===== config.mk =====
export PLATFORM = sky130hd
export DESIGN_NAME = expr_pipe_eval_flat
export DESIGN_NICKNAME = d
export VERILOG_FILES = /design/src/rtl/expr_pipe_eval_if.sv /design/src/rtl/expr_pipe_eval.sv /design/src/flat_wrapper.sv
export SDC_FILE = /design/constraint.sdc
export NUM_CORES = 1
export LEC_CHECK = 0
export BUFFER_PORTS_ARGS = -buffer_cell sky130_fd_sc_hd__buf_2
export CAP_MARGIN = 25
export CORE_MARGIN = 3
export CORE_UTILIZATION = 30
export CTS_CLUSTER_SIZE = 10
export DETAILED_ROUTE_END_ITERATION = 10
export SLEW_MARGIN = 5
export SYNTH_ARGS = -nofsm -noshare
export SYNTH_HDL_FRONTEND = slang
export SYNTH_SLANG_ARGS = --single-unit
export TNS_END_PERCENT = 5

===== constraint.sdc =====
create_clock -name clk -period 2.75 [get_ports clk]
set_clock_uncertainty 0.1 [all_clocks]
set_input_delay 0.55 -clock clk [delete_from_list [all_inputs] [get_ports clk]]
set_output_delay 0.55 -clock clk [all_outputs]
set_load 0.05 [all_outputs]

===== src/rtl/expr_pipe_eval_if.sv =====
// Handshake and lane data bundle for expr_pipe_eval.
// master drives operands and consumes results; slave is the evaluator.
interface expr_pipe_eval_if #(
    parameter int W     = 6,
    parameter int LANES = 6
);
    logic                 in_valid;
    logic                 in_ready;
    logic [3:0]           op;
    logic [LANES-1:0]     sgn;
    logic [LANES*W-1:0]   a;
    logic [LANES*W-1:0]   b;
    logic                 out_valid;
    logic                 out_ready;
    logic [LANES*W-1:0]   y;
    logic [LANES-1:0]     y_ovf;

    modport master (
        output in_valid, op, sgn, a, b, out_ready,
        input  in_ready, out_valid, y, y_ovf
    );

    modport slave (
        input  in_valid, op, sgn, a, b, out_ready,
        output in_ready, out_valid, y, y_ovf
    );
endinterface


===== src/rtl/expr_pipe_eval.sv =====
// Pipelined LANES-wide expression evaluator with valid/ready flow control and overflow counter.
// Define EXPR_PIPE_SAT_EN to make ADD/SUB/MUL clamp on overflow instead of wrapping.
module expr_pipe_eval_lane #(
    parameter int W = 6
) (
    input  logic [3:0]   i_op,
    input  logic         i_sgn,
    input  logic [W-1:0] i_a,
    input  logic [W-1:0] i_b,
    output logic [W-1:0] o_y,
    output logic         o_ovf
);
    localparam int           P   = 2 * W;
    localparam logic [W-1:0] W_L = W[W-1:0];

    localparam logic [3:0] OP_ADD = 4'd0,  OP_SUB = 4'd1, OP_AND = 4'd2, OP_OR  = 4'd3;
    localparam logic [3:0] OP_XNR = 4'd4,  OP_SHL = 4'd5, OP_SHR = 4'd6, OP_LT  = 4'd7;
    localparam logic [3:0] OP_EQ  = 4'd8,  OP_MUL = 4'd9, OP_MUX = 4'd10;

    logic         w_ext_a, w_ext_b;
    logic [W:0]   w_ae, w_be, w_sum, w_dif;
    logic [W-1:0] w_shr;
    logic [P-1:0] w_ap, w_bp, w_prod, w_shl;
    logic         w_sum_ov, w_dif_ov, w_mul_ov, w_shl_ov;

    // Exact 2W-bit value does not fit back into W bits of the lane's signedness.
    function automatic logic no_fit(input logic [P-1:0] v, input logic s);
        if (s) return !((&v[P-1:W-1]) || !(|v[P-1:W-1]));
        return |v[P-1:W];
    endfunction

`ifdef EXPR_PIPE_SAT_EN
    function automatic logic [W-1:0] clamp(input logic s, input logic neg);
        if (s) return neg ? {1'b1, {(W-1){1'b0}}} : {1'b0, {(W-1){1'b1}}};
        return neg ? '0 : '1;
    endfunction
`endif

    assign w_ext_a  = i_sgn & i_a[W-1];
    assign w_ext_b  = i_sgn & i_b[W-1];
    assign w_ae     = {w_ext_a, i_a};
    assign w_be     = {w_ext_b, i_b};
    assign w_ap     = {{W{w_ext_a}}, i_a};
    assign w_bp     = {{W{w_ext_b}}, i_b};
    assign w_sum    = w_ae + w_be;
    assign w_dif    = w_ae - w_be;
    assign w_prod   = w_ap * w_bp;
    assign w_shl    = (i_b >= W_L) ? '0 : (w_ap << i_b);
    assign w_shr    = W'($signed(w_ae) >>> i_b);

    // W+1-bit sum/difference is exact, so the top bit is the true sign (or carry/borrow).
    assign w_sum_ov = i_sgn ? (w_sum[W] ^ w_sum[W-1]) : w_sum[W];
    assign w_dif_ov = i_sgn ? (w_dif[W] ^ w_dif[W-1]) : w_dif[W];
    assign w_mul_ov = no_fit(w_prod, i_sgn);
    assign w_shl_ov = (i_b >= W_L) ? (i_a != '0) : no_fit(w_shl, i_sgn);

    always_comb begin
        o_y   = '0;
        o_ovf = 1'b0;
        case (i_op)
            OP_ADD: begin
                o_y   = w_sum[W-1:0];
                o_ovf = w_sum_ov;
`ifdef EXPR_PIPE_SAT_EN
                if (w_sum_ov) o_y = clamp(i_sgn, i_sgn & w_sum[W]);
`endif
            end
            OP_SUB: begin
                o_y   = w_dif[W-1:0];
                o_ovf = w_dif_ov;
`ifdef EXPR_PIPE_SAT_EN
                if (w_dif_ov) o_y = clamp(i_sgn, !i_sgn | w_dif[W]);
`endif
            end
            OP_AND: o_y = i_a & i_b;
            OP_OR:  o_y = i_a | i_b;
            OP_XNR: o_y = ~(i_a ^ i_b);
            OP_SHL: begin
                o_y   = w_shl[W-1:0];
                o_ovf = w_shl_ov;
            end
            OP_SHR: o_y = w_shr;
            OP_LT:  o_y = {{(W-1){1'b0}}, $signed(w_ae) < $signed(w_be)};
            OP_EQ:  o_y = {{(W-1){1'b0}}, i_a == i_b};
            OP_MUL: begin
                o_y   = w_prod[W-1:0];
                o_ovf = w_mul_ov;
`ifdef EXPR_PIPE_SAT_EN
                if (w_mul_ov) o_y = clamp(i_sgn, i_sgn & w_prod[P-1]);
`endif
            end
            OP_MUX: o_y = (i_a != '0) ? i_b : ~i_b;
            default: ;
        endcase
    end
endmodule

module expr_pipe_eval #(
    parameter int W      = 6,
    parameter int LANES  = 6,
    parameter int STAGES = 2,
    parameter int CNT_W  = 16
) (
    input  logic              clk,
    input  logic              rst_n,
    expr_pipe_eval_if.slave   bus,
    input  logic              clr_cnt,
    output logic [CNT_W-1:0]  ovf_cnt
);
    localparam int LW = LANES * W;

    logic [LW-1:0]                w_y0;
    logic [LANES-1:0]             w_ovf0;
    logic [STAGES-1:0]            w_rdy;
    logic [STAGES-1:0]            w_src_vld;
    logic [STAGES-1:0][LW-1:0]    w_src_y;
    logic [STAGES-1:0][LANES-1:0] w_src_ovf;
    logic                         w_deliver;
    logic [STAGES-1:0]            r_vld_pipe;
    logic [STAGES-1:0][LW-1:0]    r_y;
    logic [STAGES-1:0][LANES-1:0] r_ovf;
    logic [CNT_W-1:0]             r_cnt;

    for (genvar g = 0; g < LANES; g++) begin : g_lane
        expr_pipe_eval_lane #(.W(W)) u_lane (
            .i_op  (bus.op),
            .i_sgn (bus.sgn[g]),
            .i_a   (bus.a[(LANES-1-g)*W +: W]),
            .i_b   (bus.b[(LANES-1-g)*W +: W]),
            .o_y   (w_y0[(LANES-1-g)*W +: W]),
            .o_ovf (w_ovf0[g])
        );
    end

    // Stage k can load unless it and every stage after it are full while the sink stalls.
    always_comb begin
        logic w_full;
        w_full = 1'b1;
        w_rdy  = '0;
        for (int k = STAGES-1; k >= 0; k--) begin
            w_full   = w_full & r_vld_pipe[k];
            w_rdy[k] = bus.out_ready | ~w_full;
        end
    end

    always_comb begin
        w_src_vld    = '0;
        w_src_y      = '0;
        w_src_ovf    = '0;
        w_src_vld[0] = bus.in_valid;
        w_src_y[0]   = w_y0;
        w_src_ovf[0] = w_ovf0;
        for (int k = 1; k < STAGES; k++) begin
            w_src_vld[k] = r_vld_pipe[k-1];
            w_src_y[k]   = r_y[k-1];
            w_src_ovf[k] = r_ovf[k-1];
        end
    end

    always_ff @(posedge clk or negedge rst_n) begin
        if (!rst_n) begin
            r_vld_pipe <= '0;
            r_y        <= '0;
            r_ovf      <= '0;
        end else begin
            for (int k = 0; k < STAGES; k++) begin
                if (w_rdy[k]) begin
                    r_vld_pipe[k] <= w_src_vld[k];
                    if (w_src_vld[k]) begin
                        r_y[k]   <= w_src_y[k];
                        r_ovf[k] <= w_src_ovf[k];
                    end
                end
            end
        end
    end

    assign w_deliver = r_vld_pipe[STAGES-1] & bus.out_ready;

    always_ff @(posedge clk or negedge rst_n) begin
        if (!rst_n)
            r_cnt <= '0;
        else if (clr_cnt)
            r_cnt <= '0;
        else if (w_deliver && (|r_ovf[STAGES-1]) && (r_cnt != '1))
            r_cnt <= r_cnt + 1'b1;
    end

    assign bus.in_ready  = w_rdy[0];
    assign bus.out_valid = r_vld_pipe[STAGES-1];
    assign bus.y         = r_y[STAGES-1];
    assign bus.y_ovf     = r_ovf[STAGES-1];
    assign ovf_cnt       = r_cnt;
endmodule


===== src/flat_wrapper.sv =====
// flat-port wrapper written by rule: the top's interface ports become plain ports
module expr_pipe_eval_flat 
#(
    parameter int W      = 6,
    parameter int LANES  = 6,
    parameter int STAGES = 2,
    parameter int CNT_W  = 16
)
  (clk, rst_n, clr_cnt, ovf_cnt, bus_in_valid, bus_op, bus_sgn, bus_a, bus_b, bus_out_ready, bus_in_ready, bus_out_valid, bus_y, bus_y_ovf);
  expr_pipe_eval_if #(.W(W), .LANES(LANES)) bus_i ();
  input  logic clk;
  input  logic rst_n;
  input  logic clr_cnt;
  output logic [CNT_W-1:0] ovf_cnt;
  input wire logic [$bits(bus_i.in_valid)-1:0] bus_in_valid;
  input wire logic [$bits(bus_i.op)-1:0] bus_op;
  input wire logic [$bits(bus_i.sgn)-1:0] bus_sgn;
  input wire logic [$bits(bus_i.a)-1:0] bus_a;
  input wire logic [$bits(bus_i.b)-1:0] bus_b;
  input wire logic [$bits(bus_i.out_ready)-1:0] bus_out_ready;
  output wire logic [$bits(bus_i.in_ready)-1:0] bus_in_ready;
  output wire logic [$bits(bus_i.out_valid)-1:0] bus_out_valid;
  output wire logic [$bits(bus_i.y)-1:0] bus_y;
  output wire logic [$bits(bus_i.y_ovf)-1:0] bus_y_ovf;
  assign bus_i.in_valid = bus_in_valid;
  assign bus_i.op = bus_op;
  assign bus_i.sgn = bus_sgn;
  assign bus_i.a = bus_a;
  assign bus_i.b = bus_b;
  assign bus_i.out_ready = bus_out_ready;
  assign bus_in_ready = bus_i.in_ready;
  assign bus_out_valid = bus_i.out_valid;
  assign bus_y = bus_i.y;
  assign bus_y_ovf = bus_i.y_ovf;
  expr_pipe_eval #(.W(W), .LANES(LANES), .STAGES(STAGES), .CNT_W(CNT_W)) u_core (.clk(clk), .rst_n(rst_n), .bus(bus_i), .clr_cnt(clr_cnt), .ovf_cnt(ovf_cnt));
endmodule

==> results.py, run 1 <==
metrics = {
    "run_status": {
        "status": "finished, violations left",
        "violations": "setup timing",
    },
    "global_routing": {
        "antenna_found_initial": 3,
        "grt_pass1_vias": 24700,
        "grt_pass1_wl_mm": 136,
        "gr-total-overflow": 0,
        "grt_max_degree": 79,
        "grtUsageTotal_pct": 20.5,
    },
    "logic_synthesis": {
        "synth.distinct_cells": 93,
        "synth-edff-count": 0,
        "synthArstFlopShare_pct": 100,
        "synth_top_flop_cell": "dfrtp_1",
        "syn_nets": 3582,
        "synth_mux_area_share_pct": 4.07,
        "syn_area_um2": 23800,
        "netlist_instances": 3032,
        "synth-simple-area-share_pct": 16.8,
        "ys_seq_area_share_pct": 10.7,
        "synth-compound-area-share_pct": 21.4,
        "yosys.area_share.adder_pct": 30.8,
        "syn_area_per_cell_um2": 7.85,
        "ys_seq_elements": 102,
        "yosys_warnings": 0,
        "synth_top_family_by_area": "adder cells",
        "synth_xor_area_share_pct": 5.67,
    },
    "sta": {
        "rsz0062_at_grt": "yes",
        "worst_pin_slew_ns": 0.538,
        "slew_violations": 0,
        "whs_ns": 0.388,
        "fin_crit_sh_pct": 163,
        "hold_violations": 0,
        "fin_crit_ns": 4.49,
        "fmax_ghz": 0.223,
        "slew_headroom_pct": 63.8,
        "setup_ws_ns": -1.74,
        "finalSetupViolCount": 24,
    },
    "worst_setup_path": {
        "critPathKind": "input pin to flop",
        "arrival_ns": 4.63,
        "rr_startpoint": "u_core.bus.y_ovf[1]",
        "path_max_fanout": 6,
        "cp-start-kind": "input pin",
        "startpoint": "bus_b[9]",
        "required_ns": 2.89,
        "critPathCaptureType": "flop",
    },
    "job": {
        "max-cap-violations": 0,
    },
    "cts": {
        "numCtsBuffers": 9,
        "cts_buffer_depth": 2,
        "cts_tree": "done",
        "clkLatencyLatePin_ns": 0.37,
        "cts_sinks": 102,
        "htree_levels": 3,
        "cts-root-buf": "clkbuf_16",
        "path_clk_slew_ns": 0.08,
    },
    "detailed_routing": {
        "vias": 24700,
        "avgViaCountPerCell": 5.19,
        "dr.pass1.iters": 6,
        "wl_per_cell_um": 18.1,
        "drt_first_iter_violations": 1887,
        "drc": 0,
        "ant_nets": 0,
        "wl_mm": 86.1,
    },
    "die": {
        "dieArea_um2": 82800,
        "rows": 102,
        "core_region_area_um2": 78000,
        "die_w_um": 288,
        "ios": 147,
        "die_y_um": 288,
        "start_util_pct": 30.5,
    },
    "layout": {
        "n_fill_cell": 7910,
        "design_area_um2": 31800,
        "layout-drive-gt1-share_pct": 30.4,
        "nets": 4267,
        "area_delta_synth_final_pct": 33.5,
    },
    "power": {
        "p_leak_nw": 15.3,
        "power_density_nw_per_um2": 436,
        "ir_drop_mv": 0.373,
    },
    "min_path": {
        "min_from": "u_core.r_y[31]",
        "min_path_type": "flop to flop",
    },
    "place": {
        "dpl.hpwl_mm": 71.3,
        "portBuffers": 146,
        "placed_area_um2": 30600,
        "routabilityCongestion": 0.966,
    },
}
==> sequential cells by signal, summed over array words and instances (netlist names) <==
register / flops
u_core.r_ovf: 6
u_core.r_vld_pipe: 2
u_core.bus.y_ovf: 6
u_core.ovf_cnt: 16
u_core.r_y: 36
u_core.bus.y: 36
==> worst max-delay path, stage by stage <==
cell	delay (ns)
buf_4	0.15
ha_1	0.22
inv_1	0.10
fa_1	0.44
fa_1	0.56
fa_1	0.43
fa_1	0.49
inv_1	0.04
ha_1	0.30
o21ai_0	0.08
nor2_1	0.06
o21a_1	0.20
o21ai_2	0.14
a21oi_1	0.09
xor2_1	0.16
buf_4	0.15
nor4_4	0.35
o41ai_2	0.11
==> metrics by stage <==
step                cells  setup TNS, ns  power [mW]  setup WS [ns]  utilization [%]
finish               4763         -26.83        13.9          -1.74             40.8
global route         4762         -30.74        15.1          -1.94             40.8
CTS                  4762         -27.83        13.5          -1.77             40.2
detailed placement   4742         -46.61        11.4          -2.42             39.2
global placement     4742         -45.80        11.2          -2.41             39.2
floorplan            3032         -33.46        8.15          -2.06                -
==> area by class of cell <==
class	instances	area, µm²	share of cell area (%)
Antenna cell	1	2.50	0.00787
Clock buffer	9	225	0.708
Clock inverter	7	97.6	0.307
Inverter	388	1460	4.60
Multi-Input combinational cell	2334	19500	61.5
Sequential cell	102	2550	8.03
Tap cell	1040	1300	4.09
Timing Repair Buffer	882	6610	20.8
==> worst paths after layout <==
path,to,slack [ns],depth (start not counted)
max,u_core.r_ovf[4],-1.74,18
min,u_core.r_y[31],0.39,1
max reg2reg,u_core.ovf_cnt[15],0.35,8
min reg2reg,u_core.r_y[31],0.39,1
max in group asynchronous,u_core.r_y[22],1.38,3
min in group asynchronous,u_core.ovf_cnt[0],0.45,2
==> routing by layer <==
metal	track usage, %	vias to the layer above	routed length, µm
met5	0	-	40
met2	33.0	838	38600
li1	-	11800	-
met4	4.89	6	2280
met3	3.09	146	5830
met1	28.7	11900	39400
==> where the power goes <==
group	total, mW	leakage [nW]	internal [mW]	switching [mW]
Combinational	10.5	13.7	4.93	5.58
Sequential	1.90	1.36	1.72	0.183
Clock	1.44	0.159	0.740	0.704
==> cells in the final DEF, fill, tap and decap left out, types with 24 or more instances in the layout <==
master,synthesis,final
nor2_1,261,245
o22ai_1,43,42
fa_1,204,196
xnor2_1,111,103
xor2_1,43,42
a21oi_1,174,162
buf_4,48,712
nand2_1,315,307
mux2i_1,35,33
nand2b_1,26,26
o21ai_0,138,118
a21o_1,24,24
nor3_1,48,39
o211ai_1,33,33
mux2_2,55,55
inv_1,369,360
dfrtp_1,102,102
ha_1,259,238
buf_2,47,135
nand3_1,68,68
a31oi_1,34,34
a211oi_1,35,29
a22o_1,26,26
==> logic make-up after synthesis <==
group | count (synthesis)
AO/OA/AOI/OAI | 753
XOR/XNOR | 154
adder cells (fa/ha/maj) | 463
buffers and inverters | 596
flip-flops | 102
multiplexers | 90
AND/OR/NAND/NOR | 874
==> synthesized netlist by cell type, drive strengths merged (9+ instances only) <==
library cell  count  area (µm²)
and3             16         100
ha              259        3240
nor4             27         175
nor3             48         240
a311oi            9        78.8
mux2             55         619
a21oi           174         871
a221o            15         150
o31ai            12        95.1
clkbuf           87         333
fa              204        4080
nor2b            17         106
clkinv           12        45.0
o211ai           33         248
o221ai           24         210
o2111ai          14         123
xnor2           111         972
a21o             24         180
xor2             43         377
a2111oi          12         113
dfrtp           102        2550
nand3            69         350
a22oi            19         143
o21ai           142         711
a221oi           26         234
nand4            21         131
mux2i            35         350
o21a             14         105
nand2b           26         163
inv             376        1410
a31oi            34         213
a22o             26         228
nand2           316        1190
o22ai            43         269
and2             18         115
o311ai            9        78.8
a211oi           37         288
nor2            264        1000
o21bai           23         173
buf             120         734
==> what timing repair did <==
item,in CTS,in global routing
resized for setup,107,93
hold endpoints to repair,10,0
setup buffers,3,1
endpoints found under the setup margin,31,35
hold buffers,1,0
pin swaps,35,43
(Power assumes the default switching activity.)
==> inputs of run 2 (changes only) <==
- CORE_UTILIZATION: 30 -> 65
- PLACE_DENSITY: default -> 0.84
- SETUP_SLACK_MARGIN: default -> 0.1
==> run 2 against run 1 <==
Compared with the run above:
- the flow still finishes with violations (setup timing)
- die area decreased by 53%
- sequential share of layout area increased by 0.34 points
- via count increased by 9.0%
- core utilization increased by 44 points
- design area decreased by 4.1%
- clock-buffer cell count unchanged
- worst hold slack got worse by 0.31 ns
- first-iteration DRC count increased by 66%
- wire length increased by 3.3%
==> results.py, run 2 (synthesis gave the netlist of run 1 again) <==
metrics = {
    "run_status": {
        "status": "finished, violations left",
        "violations": "setup timing",
    },
    "place": {
        "pre_cts_slack_ns": -2.37,
        "placed_area_um2": 29400,
        "dpl.hpwl_mm": 70.7,
        "place_inst": 4125,
        "routabilityCongestion": 1.05,
        "portBuffers": 146,
    },
    "detailed_routing": {
        "top_layer": "met5",
        "ant_nets": 0,
        "drc": 0,
        "dr.pass1.iters": 7,
        "vias": 26900,
        "wl_per_cell_um": 21.5,
        "route.met3.wl_mm": 9.57,
        "wl_mm": 88.9,
        "met2_length_mm": 41.0,
        "avgViaCountPerCell": 6.49,
        "drt_first_iter_violations": 3125,
        "wl_met1_mm": 32.4,
    },
    "layout": {
        "layout_common_cells": "buf_4, inv_1, nand2_1, nor2_1, ha_1",
        "nets": 4226,
        "area_delta_synth_final_pct": 28.0,
        "fin_util_pct": 85.1,
        "design_area_um2": 30500,
        "n_fill_cell": 2059,
        "layout-drive-gt1-share_pct": 29.2,
        "multiInputGateArea_um2": 19300,
        "finalNonFillerCells": 4145,
        "layout_commonest_cell": "buf_4",
        "ff_latch_area_um2": 2550,
    },
    "worst_setup_path": {
        "path_depth": 19,
        "path_max_fanout": 4,
        "arrival_ns": 4.96,
        "critPathCaptureType": "flop",
        "critPathKind": "input pin to flop",
        "cp_cell_sequence": "buf_2, buf_4, nand2_2, inv_2, nand2_1, fa_1, fa_1, fa_1, fa_1, inv_1, ha_4, o21a_1, o31a_1, o31a_1, o21ai_2, nand2b_1, xnor2_2, mux2i_4, o22ai_2",
        "path_buf_inv": 4,
        "crit_slowest_cell": "fa_1",
        "required_ns": 2.89,
        "cpMostUsedCell": "fa_1",
        "path_delay_family": "adder cells",
        "rr_worst_depth": 8,
        "critPathMaxStageDelay_ns": 0.54,
        "cp-start-kind": "input pin",
    },
    "sta": {
        "slew_violations": 0,
        "fmax_ghz": 0.208,
        "finalSetupViolCount": 25,
        "finalSetupTns_ns": -28.92,
        "fin_crit_sh_pct": 175,
        "whs_ns": 0.0783,
        "setup_ws_ns": -2.07,
        "fin_crit_ns": 4.82,
        "slew_headroom_pct": 46.0,
        "rsz0062_at_grt": "yes",
        "worst_pin_slew_ns": 0.806,
        "hold_violations": 0,
    },
    "power": {
        "power_density_nw_per_um2": 448,
        "seqPwrFrac_pct": 13.9,
        "p_sw_share_pct": 48.0,
        "p_clk_share_pct": 10.1,
        "cell_internal_pwr_mw": 7.11,
        "ir_drop_mv": 0.472,
        "p_leak_nw": 15.0,
        "comb_power_share_pct": 76.0,
        "power_mw": 13.7,
        "power_switching_mw": 6.56,
    },
    "cts": {
        "hold_buffers": 0,
        "cts-root-buf": "clkbuf_16",
        "cts_sinks": 102,
        "cts_tree": "done",
        "post-cts-setup-buffers": 0,
        "numCtsBuffers": 9,
        "path_clk_slew_ns": 0.08,
        "cts_buffer_depth": 2,
        "clkLatencyLatePin_ns": 0.37,
        "htree_levels": 3,
    },
    "die": {
        "dieArea_um2": 39000,
        "ios": 147,
        "core_region_area_um2": 35800,
        "rows": 69,
        "start_util_pct": 66.5,
        "die_y_um": 197,
        "die_w_um": 197,
    },
    "job": {
        "max-cap-violations": 0,
    },
    "global_routing": {
        "gr-total-overflow": 0,
        "grt_pass1_wl_mm": 139,
        "grt_pass1_vias": 27700,
        "grtUsageTotal_pct": 44.2,
        "antenna_found_initial": 5,
        "grt_max_degree": 42,
    },
    "min_path": {
        "min_path_type": "input pin to async pin",
    },
}
[run 2: cell count changes in the layout (fill, tap and decap cells not counted), sizes merged]
cell and delta:
clkbuf +5, diode +2, buf -45, dlygate4sd3 -1, clkinvlp +1, inv -1
[run 2: final timing paths]
| kind | startpoint | to | slack, ns |
|---|---|---|---|
| setup reg to reg | u_core.bus.y_ovf[1] | u_core.ovf_cnt[13] | 0.34 |
| hold / removal | rst_n | u_core.ovf_cnt[10] | 0.08 |
| max in group asynchronous | rst_n | u_core.ovf_cnt[9] | 1.81 |
| hold reg to reg | u_core.r_y[2] | u_core.r_y[2] | 0.39 |
| min in group clk | bus_in_valid | u_core.r_vld_pipe[0] | 0.33 |
| setup / recovery | bus_sgn[0] | u_core.r_ovf[0] | -2.07 |
[run 2: final cells by class]
class                   instances  area share [%]
clock buffers                   9           0.739
inverters                     388            4.81
clock inverters                 7           0.300
diodes                          3          0.0246
well taps                     461            1.89
multi-input cells            2334            63.4
flip-flops and latches        102            8.37
repair buffers                841            20.4
[run 2: per-layer routing]
| metal | vias up | GRT usage (%) |
|---|---|---|
| met5 | - | 0 |
| met4 | 4 | 24.7 |
| met2 | 2017 | 73.7 |
| li1 | 11700 | - |
| met1 | 12600 | 54.1 |
| met3 | 558 | 8.20 |
[run 2: power groups by stage]
| stage | Sequential, mW | Clock, mW | Combinational [mW] |
|---|---|---|---|
| floorplan | 1.84 | 0 | 6.31 |
| global placement | 1.90 | 0 | 9.02 |
| detailed placement | 1.92 | 0 | 9.58 |
| CTS | 1.89 | 1.39 | 9.81 |
| global route | 1.91 | 1.46 | 11.2 |
| finish | 1.90 | 1.38 | 10.4 |
[run 2: worst reg2reg max path, stage by stage, from the launching register on]
cell,delay [ns]
dfrtp_1,0.44
or4_1,0.53
o311ai_0,0.36
a31o_2,0.25
or3_1,0.24
nor3_1,0.10
nand2_1,0.09
xor2_1,0.15
nor2_1,0.05
[run 2: timing repair]
item,in CTS,in global routing
endpoints found under the hold margin,0,0
setup endpoints to repair,35,38
gates resized for setup,88,88
pin swaps,11,15
cloned,0,0
